File: src/rtl/lcd_pattern_gen.sv
// LCD test-pattern generator: programs the CASET/RASET/RAMWR window, then
// streams H_RES x V_RES RGB565 pixels over the 9-bit {dc, byte} write port.
module lcd_pattern_gen #(
    parameter int unsigned H_RES       = 240,
    parameter int unsigned V_RES       = 320,
    parameter int unsigned NUM_BARS    = 4,
    parameter int unsigned CHECK_SHIFT = 4
) (
    input  logic        clk_50MHz,
    input  logic        rst,
    input  logic        init_done,
    input  logic        start,
    input  logic        auto_repeat,
    input  logic [1:0]  mode,
    input  logic [15:0] fg_color,
    input  logic        wr_done,
    output logic [8:0]  data,
    output logic        en_write,
    output logic        busy,
    output logic        frame_done,
    output logic [7:0]  frame_count
);

    localparam int unsigned XW         = (H_RES > 1) ? $clog2(H_RES) : 1;
    localparam int unsigned YW         = (V_RES > 1) ? $clog2(V_RES) : 1;
    localparam int unsigned BAND_H_RAW = V_RES / NUM_BARS;
    localparam int unsigned BAND_H     = (BAND_H_RAW == 0) ? 1 : BAND_H_RAW;
    localparam int unsigned CMD_LAST   = 10;

    localparam logic [15:0]   XE        = 16'(H_RES - 1);
    localparam logic [15:0]   YE        = 16'(V_RES - 1);
    localparam logic [XW-1:0] X_LAST    = XW'(H_RES - 1);
    localparam logic [YW-1:0] Y_LAST    = YW'(V_RES - 1);
    localparam logic [YW-1:0] BAND_LAST = YW'(BAND_H - 1);
    localparam logic [2:0]    BAR_LAST  = 3'(NUM_BARS - 1);

    typedef enum logic [2:0] {
        S_IDLE,
        S_CMD,
        S_PIX_HI,
        S_PIX_LO,
        S_DONE
    } state_t;

    state_t        state, state_n;
    logic [3:0]    cmd_idx, cmd_idx_n;
    logic [XW-1:0] x, x_n;
    logic [YW-1:0] y, y_n;
    logic [2:0]    band_idx, band_n;
    logic [YW-1:0] row_in_band, rib_n;
    logic [1:0]    mode_q, mode_n;
    logic [15:0]   fg_q, fg_n;
    logic [15:0]   color_q, color_n;
    logic [8:0]    data_n;
    logic          en_n;
    logic          busy_n;
    logic          fd_n;
    logic [7:0]    fc_n;
    logic [15:0]   pix_c;
    logic [15:0]   xe_c;
    logic [15:0]   ye_c;

    // Window-setup byte sequence, indexed by cmd_idx.
    function automatic logic [8:0] cmd_byte(input logic [3:0] idx);
        logic [8:0] b;
        b = 9'h000;
        case (idx)
            4'd0:    b = 9'h02A;
            4'd1:    b = 9'h100;
            4'd2:    b = 9'h100;
            4'd3:    b = {1'b1, XE[15:8]};
            4'd4:    b = {1'b1, XE[7:0]};
            4'd5:    b = 9'h02B;
            4'd6:    b = 9'h100;
            4'd7:    b = 9'h100;
            4'd8:    b = {1'b1, YE[15:8]};
            4'd9:    b = {1'b1, YE[7:0]};
            4'd10:   b = 9'h02C;
            default: b = 9'h000;
        endcase
        return b;
    endfunction

    // Colour-bar palette.
    function automatic logic [15:0] bar_color(input logic [2:0] b);
        logic [15:0] c;
        c = 16'h0000;
        case (b)
            3'd0:    c = 16'hF800;
            3'd1:    c = 16'h07E0;
            3'd2:    c = 16'h001F;
            3'd3:    c = 16'hFFFF;
            3'd4:    c = 16'h0000;
            3'd5:    c = 16'hFFE0;
            3'd6:    c = 16'h07FF;
            default: c = 16'hF81F;
        endcase
        return c;
    endfunction

    // Pixel colour from the current position and the latched configuration.
    always_comb begin
        xe_c  = 16'(x);
        ye_c  = 16'(y);
        pix_c = fg_q;
        case (mode_q)
            2'd0:    pix_c = fg_q;
            2'd1:    pix_c = bar_color(band_idx);
            2'd2:    pix_c = ((((xe_c ^ ye_c) >> CHECK_SHIFT) & 16'd1) != 16'd0) ? ~fg_q : fg_q;
            default: pix_c = {xe_c[7:3], ye_c[8:3], ~xe_c[7:3]};
        endcase
    end

    // Next-state and next-output logic.
    always_comb begin
        state_n   = state;
        cmd_idx_n = cmd_idx;
        x_n       = x;
        y_n       = y;
        band_n    = band_idx;
        rib_n     = row_in_band;
        mode_n    = mode_q;
        fg_n      = fg_q;
        color_n   = color_q;
        data_n    = data;
        en_n      = en_write;
        busy_n    = busy;
        fd_n      = 1'b0;
        fc_n      = frame_count;

        case (state)
            S_IDLE: begin
                en_n = 1'b0;
                if (start && init_done) begin
                    state_n   = S_CMD;
                    busy_n    = 1'b1;
                    mode_n    = mode;
                    fg_n      = fg_color;
                    cmd_idx_n = 4'd0;
                    x_n       = '0;
                    y_n       = '0;
                    band_n    = 3'd0;
                    rib_n     = '0;
                end
            end

            S_CMD: begin
                if (!en_write) begin
                    en_n   = 1'b1;
                    data_n = cmd_byte(cmd_idx);
                end else if (wr_done) begin
                    en_n = 1'b0;
                    if (cmd_idx == 4'(CMD_LAST)) begin
                        state_n = S_PIX_HI;
                    end else begin
                        cmd_idx_n = cmd_idx + 4'd1;
                    end
                end
            end

            S_PIX_HI: begin
                if (!en_write) begin
                    en_n    = 1'b1;
                    data_n  = {1'b1, pix_c[15:8]};
                    color_n = pix_c;
                end else if (wr_done) begin
                    en_n    = 1'b0;
                    state_n = S_PIX_LO;
                end
            end

            S_PIX_LO: begin
                if (!en_write) begin
                    en_n   = 1'b1;
                    data_n = {1'b1, color_q[7:0]};
                end else if (wr_done) begin
                    en_n = 1'b0;
                    if (x == X_LAST) begin
                        x_n = '0;
                        if (y == Y_LAST) begin
                            state_n = S_DONE;
                            fd_n    = 1'b1;
                            fc_n    = frame_count + 8'd1;
                        end else begin
                            state_n = S_PIX_HI;
                            y_n     = y + YW'(1);
                            // Band advances on a row count; the last band keeps the remainder.
                            if ((band_idx != BAR_LAST) && (row_in_band == BAND_LAST)) begin
                                band_n = band_idx + 3'd1;
                                rib_n  = '0;
                            end else begin
                                rib_n = row_in_band + YW'(1);
                            end
                        end
                    end else begin
                        state_n = S_PIX_HI;
                        x_n     = x + XW'(1);
                    end
                end
            end

            S_DONE: begin
                en_n = 1'b0;
                if (auto_repeat) begin
                    state_n   = S_CMD;
                    mode_n    = mode;
                    fg_n      = fg_color;
                    cmd_idx_n = 4'd0;
                    x_n       = '0;
                    y_n       = '0;
                    band_n    = 3'd0;
                    rib_n     = '0;
                end else begin
                    state_n = S_IDLE;
                    busy_n  = 1'b0;
                end
            end

            default: begin
                state_n = S_IDLE;
                en_n    = 1'b0;
                busy_n  = 1'b0;
            end
        endcase
    end

    // State and datapath registers with synchronous reset.
    always_ff @(posedge clk_50MHz) begin
        if (rst) begin
            state       <= S_IDLE;
            cmd_idx     <= 4'd0;
            x           <= '0;
            y           <= '0;
            band_idx    <= 3'd0;
            row_in_band <= '0;
            mode_q      <= 2'd0;
            fg_q        <= 16'h0000;
            color_q     <= 16'h0000;
            data        <= 9'h000;
            en_write    <= 1'b0;
            busy        <= 1'b0;
            frame_done  <= 1'b0;
            frame_count <= 8'd0;
        end else begin
            state       <= state_n;
            cmd_idx     <= cmd_idx_n;
            x           <= x_n;
            y           <= y_n;
            band_idx    <= band_n;
            row_in_band <= rib_n;
            mode_q      <= mode_n;
            fg_q        <= fg_n;
            color_q     <= color_n;
            data        <= data_n;
            en_write    <= en_n;
            busy        <= busy_n;
            frame_done  <= fd_n;
            frame_count <= fc_n;
        end
    end

endmodule
File: config.mk
export PLATFORM = sky130hd
export DESIGN_NAME = lcd_pattern_gen
export DESIGN_NICKNAME = d
export VERILOG_FILES = /design/src/rtl/lcd_pattern_gen.sv
export SDC_FILE = /design/constraint.sdc
export NUM_CORES = 1
export LEC_CHECK = 0
export BUFFER_PORTS_ARGS = -buffer_cell sky130_fd_sc_hd__clkbuf_2
export CAP_MARGIN = 10
export CORE_MARGIN = 10
export CORE_UTILIZATION = 55
export CTS_BUF_LIST = sky130_fd_sc_hd__clkbuf_8
export DETAILED_ROUTE_END_ITERATION = 10
export PLACE_DENSITY = 0.78
export RECOVER_POWER = 50
export SETUP_SLACK_MARGIN = 0.15
export SLEW_MARGIN = 20
export SYNTH_ARGS = -nofsm -noshare
export SYNTH_HDL_FRONTEND = slang
export SYNTH_SLANG_ARGS = --single-unit
export TNS_END_PERCENT = 10
File: constraint.sdc
create_clock -name clk_50MHz -period 2.3 [get_ports clk_50MHz]
set_clock_uncertainty 0.1 [all_clocks]
set_input_delay 0.23 -clock clk_50MHz [delete_from_list [all_inputs] [get_ports clk_50MHz]]
set_output_delay 0.23 -clock clk_50MHz [all_outputs]
set_load 0.02 [all_outputs]
==> results.toml, run 1 <==
[status]
status = "complete, but fails checks"
violations = "setup timing"

[global_route]
grtUsageTotal_pct = 21.1
antenna_found_initial = 0
grt_first_pass_wirelength_mm = 22.9
grt_start_max_net_pins = 52
grt_pass1_vias = 4698
grt_overflow = 0

[cells_and_area]
final_cell_mix = "dfxtp_1 (83), nor2_1 (72), buf_4 (55), o21ai_0 (39), a21oi_1 (35)"
fin_cells = 796
fillCellCount = 709
antenna_cells = 0
nets = 721
ff_latch_area_mm2 = 0.00179
layout_commonest_cell = "dfxtp_1"
drive_gt1_share_pct = 22.8
multi_input_area_mm2 = 0.00307
design_area_mm2 = 0.00602
area_growth_pct = 22.5

[timing]
worst_pin_slew_ns = 0.664
grt_setup_unrepaired = "yes"
fin_crit_ns = 2.60
period_share_pct = 113
finalSetupViolCount = 8
finalHoldViolations = 0
clock.fmax_mhz = 385
fin_ws_ns = -0.298
tns_ns = -1.32
maxSlewHeadroom_pct = 55.3
slew_viol_final = 0

[pwr]
power.leakage_nw = 2.20
peakVddDrop_mv = 0.453
report.power.total_mw = 4.90
p_per_area_mw_per_mm2 = 813

[synth]
synth_area_leaders = "dfxtp_1 (36%), nor2_1 (5.6%), a21oi_1 (4.1%)"
syn_inst = 592
synth-async-reset-ratio_pct = 0
yosys_warnings = 0
synth.largest_area_cell = "dfxtp_1"
ys_dominant_reg_cell = "dfxtp_1"
syn-num-nets = 630
synth_area_mm2 = 0.00491
ys_seq_area_share_pct = 36.3
yosysTopAreaCellShare_pct = 36.3
ys_ff_latch = 89
syn_area_per_cell_um2 = 8.30
netlist-cell-type-count = 68
synth_edf_count = 0

[detailed_routing]
vias = 5060
drc = 0
top_layer_used = "met4"
finalWirelength_mm = 14.9
wl_met2_mm = 7.43
drtIter0Drc = 505
wl_met1_mm = 6.00
routed_via_density = 6.36
wl_met3_mm = 1.10
drt-pass1-iter-count = 5
wire_per_inst_um = 18.7
ant_nets = 0

[die]
io_pins = 44
die_area_mm2 = 0.0131
die_y_um = 115
die_x_um = 115
core_area_mm2 = 0.00872
start_util_pct = 56.4
placementRows = 34

[placement]
placed_cell_area_mm2 = 0.00554
gp_congestion = 0.984
dp_hpwl_mm = 10.3
io_buffers = 43
dp.cells = 765
dp_slack_ns = -0.316

[min_path]
hold_class = "input port to flip-flop"

[worst_setup_path]
endpoint_kind = "flip-flop"
critPathArrivalTime_ns = 2.78
start_kind = "flip-flop"
ff2ff_setup_slack_ns = -0.30
critical_path_required_ns = 2.48
crit_type = "flip-flop to flip-flop"
cp_max_fo = 2

[flow_run]
maxCapViolCount = 0

[clock_tree]
clk-insertion-delay-late_ns = 0.36
cts_root_buf = "clkbuf_8"
h-tree-depth = 3
clk_pin_slew_worst_paths_ns = 0.09
cts_buffers = 9
clock_path_buffers = 2
cts_tree = "built"
clock_sinks = 89
layout make-up:
type                    count  share of cell area, %
inverters                  18                   1.12
well taps                 108                   2.24
flip-flops and latches     89                   29.7
clock buffers              11                   2.51
multi-input cells         450                   50.9
clock inverters             5                  0.519
repair buffers            115                   13.0
registers in the layout, indices dropped and copies added (netlist names), named ones only:
signal	cells
band_idx	3
state	3
frame_done	1
en_write	1
x	8
row_in_band	9
busy	1
y	9
frame_count	8
mode_q	2
fg_q	16
data	9
cmd_idx	4
color_q	8
layer usage:
layer | global-route usage [%] | vias to the layer above
met4 | 7.18 | 0
met5 | 0 | -
met3 | 3.67 | 44
met2 | 35.0 | 208
met1 | 26.9 | 2410
li1 | - | 2398
cell families (layout without fill, tap and decap cells):
kind of cell / after synthesis / after routing / synth area share (%)
compound gates: 179 / 179 / 24.5
buf+inv: 53 / 149 / 4.84
simple gates: 222 / 222 / 24.1
fa+ha+maj: 14 / 14 / 3.56
xor+xnor: 16 / 16 / 2.85
mux: 19 / 19 / 3.90
flops: 89 / 89 / 36.3
power breakdown:
| group | leakage (nW) | internal, mW | switching, mW |
|---|---|---|---|
| sequential | 0.724 | 1.73 | 0.132 |
| clock | 0.0888 | 0.446 | 0.551 |
| combinational | 1.38 | 0.785 | 1.25 |
timing repair:
| action | CTS | global route |
|---|---|---|
| pin swaps | 3 | 8 |
| hold buffers | 6 | 0 |
| gates resized for setup | 14 | 40 |
| setup buffers | 9 | 0 |
| endpoints found under the hold margin | 6 | 0 |
| setup endpoints to repair | 20 | 32 |
Yosys cell counts (10+ instances only):
cell type / n
nand3_1: 22
nor2_1: 73
or3_1: 18
xnor2_1: 12
buf_2: 10
o21ai_0: 40
nor3_1: 16
clkbuf_1: 16
a21oi_1: 40
dfxtp_1: 89
a211oi_1: 17
nand2_1: 24
ha_1: 14
inv_1: 17
mux2i_1: 18
final timing paths:
path | from | endpoint | cells past startpoint
setup / recovery | cmd_idx[0] | flip-flop | 11
setup reg to reg | cmd_idx[0] | flip-flop | 11
hold / removal | fg_color[4] | fg_q[4] | 3
hold reg to reg | flip-flop | data[8] | 2
critical path, stage by stage, from the launching register on:
cell and delay [ns]:
dfxtp_2 0.35, inv_2 0.05, ha_4 0.23, or4_4 0.45, nor3_4 0.19, a21oi_2 0.06, or2_1 0.23, buf_4 0.14
ha_2 0.28, nor3_2 0.19, o31ai_1 0.13, o211ai_1 0.12
through the flow:
step / hold WS, ns / utilization, %
final: 0.00877 / 69.1
after global routing: 0.0152 / 69.1
after CTS: 0.000937 / 67.7
after detailed placement: 0.345 / 63.5
after global placement: 0.354 / 63.5
after floorplan: 0.269 / -
No activity file was read; power rests on OpenSTA's default activity.
==> inputs of run 2 (changes only) <==
--- a/config.mk
+++ b/config.mk
@@ -11,7 +11,7 @@
 export CORE_UTILIZATION = 55
 export CTS_BUF_LIST = sky130_fd_sc_hd__clkbuf_8
 export DETAILED_ROUTE_END_ITERATION = 10
-export PLACE_DENSITY = 0.78
+export PLACE_DENSITY = 0.72
 export RECOVER_POWER = 50
 export SETUP_SLACK_MARGIN = 0.15
 export SLEW_MARGIN = 20
==> constraint.sdc (replaced) <==
create_clock -name clk_50MHz -period 2.4 [get_ports clk_50MHz]
set_clock_uncertainty 0.1 [all_clocks]
set_input_delay 0.24 -clock clk_50MHz [delete_from_list [all_inputs] [get_ports clk_50MHz]]
set_output_delay 0.24 -clock clk_50MHz [all_outputs]
set_load 0.02 [all_outputs]
==> run 2 against run 1 <==
- the flow still finishes with violations (setup timing)
- first-iteration DRC count fell by 26%
- wire length down 5.4%
- count of clock-buffer cells in the layout is 2 lower
- worst hold slack got worse by 0.0040 ns
- global-route usage down 0.24 points
- critical path type unchanged
==> results.toml, run 2 (same netlist as run 1, synthesis figures left out) <==
[global_route]
grt_overflow = 0
grtUsageMet3_pct = 4.56
grt_util_met1_pct = 26.1
globalRouteMet2Util_pct = 34.1
busiest_layer = "met2"
grtUsageTotal_pct = 20.9
grt_pass1_vias = 4572
grt_start_max_net_pins = 32
antenna_found_initial = 0
grt_first_pass_wirelength_mm = 22.6

[clock_tree]
h-tree-depth = 3
cts_buffers = 9
clk-insertion-delay-late_ns = 0.37
clock_path_buffers = 2
clk_pin_slew_worst_paths_ns = 0.10
clock_sinks = 89
cts_root_buf = "clkbuf_8"
cts_tree = "built"

[cells_and_area]
final_cell_mix = "dfxtp_1 (85), nor2_1 (72), buf_4 (49), a21oi_1 (36), o21ai_0 (36)"
largest_reg_flops = 16
fin_cells = 777
nets = 702
largest_register = "fg_q"
fillCellCount = 749
antenna_cells = 0
layout_commonest_cell = "dfxtp_1"
area_growth_pct = 18.9
drive_gt1_share_pct = 20.5

[detailed_routing]
finalWirelength_mm = 14.1
drt-pass1-iter-count = 6
routed_via_density = 6.38
wire_per_inst_um = 18.1
drtIter0Drc = 376
ant_nets = 0
drc = 0
vias = 4957

[timing]
fin_ws_ns = -0.0840
clock.fmax_mhz = 403
fin_crit_ns = 2.48
slew_viol_final = 0
finalSetupViolCount = 3
worst_pin_slew_ns = 0.691
finalHoldViolations = 0
period_share_pct = 104
grt_setup_unrepaired = "yes"
maxSlewHeadroom_pct = 53.7

[die]
io_pins = 44
start_util_pct = 56.4
core_area_mm2 = 0.00872
die_y_um = 115
placementRows = 34
die_area_mm2 = 0.0131
die_x_um = 115

[flow_run]
maxCapViolCount = 0

[pwr]
peakVddDrop_mv = 0.515
report.power.total_mw = 4.69
p_per_area_mw_per_mm2 = 802
power.leakage_nw = 2.12

[status]
status = "complete, but fails checks"
violations = "setup timing"

[placement]
dp_hpwl_mm = 10.2
dp.cells = 757
gp_congestion = 0.928
io_buffers = 43

[worst_setup_path]
ff2ff_setup_slack_ns = -0.08
r2r_start = "cmd_idx[0]"
crit_type = "flip-flop to flip-flop"
endpoint_kind = "flip-flop"
cp_max_fo = 3
critical_path_required_ns = 2.54
rr_worst_depth = 11
start_kind = "flip-flop"
critPathArrivalTime_ns = 2.62

[min_path]
holdPathEnd = "fg_q[13]"
min_from = "fg_color[13]"
hold_class = "input port to flip-flop"
worstHoldPathCells = 3
run 2: changes by cell type in the layout (fill, tap and decap cells not counted), moves of 3 or more:
cell | before | now
dfxtp_2 | 6 | 3
buf_6 | 8 | 1
o21ai_1 | 1 | 5
dlygate4sd3_1 | 6 | 2
o21ai_0 | 39 | 36
buf_4 | 55 | 49
run 2: how the worst max path moves through the flow:
stage	from	end	slack (ns)	cells past startpoint
floorplan	cmd_idx[0]	flip-flop	-0.10	11
global placement	cmd_idx[0]	flip-flop	-0.14	11
detailed placement	cmd_idx[0]	flip-flop	-0.23	11
CTS	cmd_idx[0]	flip-flop	-0.11	11
global route	cmd_idx[0]	flip-flop	-0.22	11
finish	cmd_idx[0]	flip-flop	-0.08	11
run 2: where the power goes:
| group | internal [mW] | switching, mW | total [mW] |
|---|---|---|---|
| Combinational | 0.711 | 1.14 | 1.85 |
| Sequential | 1.66 | 0.110 | 1.77 |
| Clock | 0.482 | 0.581 | 1.06 |
run 2: through the flow:
stage / area, um2 / setup WS (ns) / utilization (%) / hold slack, ns / setup TNS [ns]
final: 5840 / -0.0840 / 67.0 / 0.00481 / -0.214
after global routing: 5840 / -0.219 / 67.0 / 0.00315 / -0.723
after CTS: 5730 / -0.112 / 65.7 / 0.000141 / -0.291
after detailed placement: 5480 / -0.229 / 62.9 / 0.340 / -0.667
after global placement: 5480 / -0.140 / 62.9 / 0.358 / -0.412
after floorplan: 4920 / -0.104 / - / 0.279 / -0.220
run 2: final cells by class:
class,instances,area [um2],area share (%)
well taps,108,135,2.31
multi-input cells,450,3050,52.2
flip-flops and latches,89,1790,30.6
inverters,18,67.6,1.16
clock inverters,7,70.1,1.20
repair buffers,96,609,10.4
clock buffers,9,124,2.12
run 2: per-layer routing:
layer  vias up  part of all wire (%)
met1      2388                    43
met4         0                   2.2
met2       177                    48
li1       2366                     -
met3        26                   6.7
met5         -                     0
run 2: critical path, stage by stage (launching register included):
cell and delay [ns]:
dfxtp_2 0.34, inv_2 0.05, ha_4 0.22, or4_4 0.42, nor3_4 0.15, a21oi_2 0.05, or2_1 0.23, ha_2 0.22
nand4b_1 0.10, nor4_2 0.05, a311oi_2 0.27, o211ai_1 0.15
run 2: repair_timing:
item                                    in CTS  in global routing
hold endpoints to repair                     2                  0
buffers inserted                             0                  2
gates resized for setup                     11                 32
pin swaps                                    5                  6
hold buffers                                 2                  0
endpoints found under the setup margin      17                 43
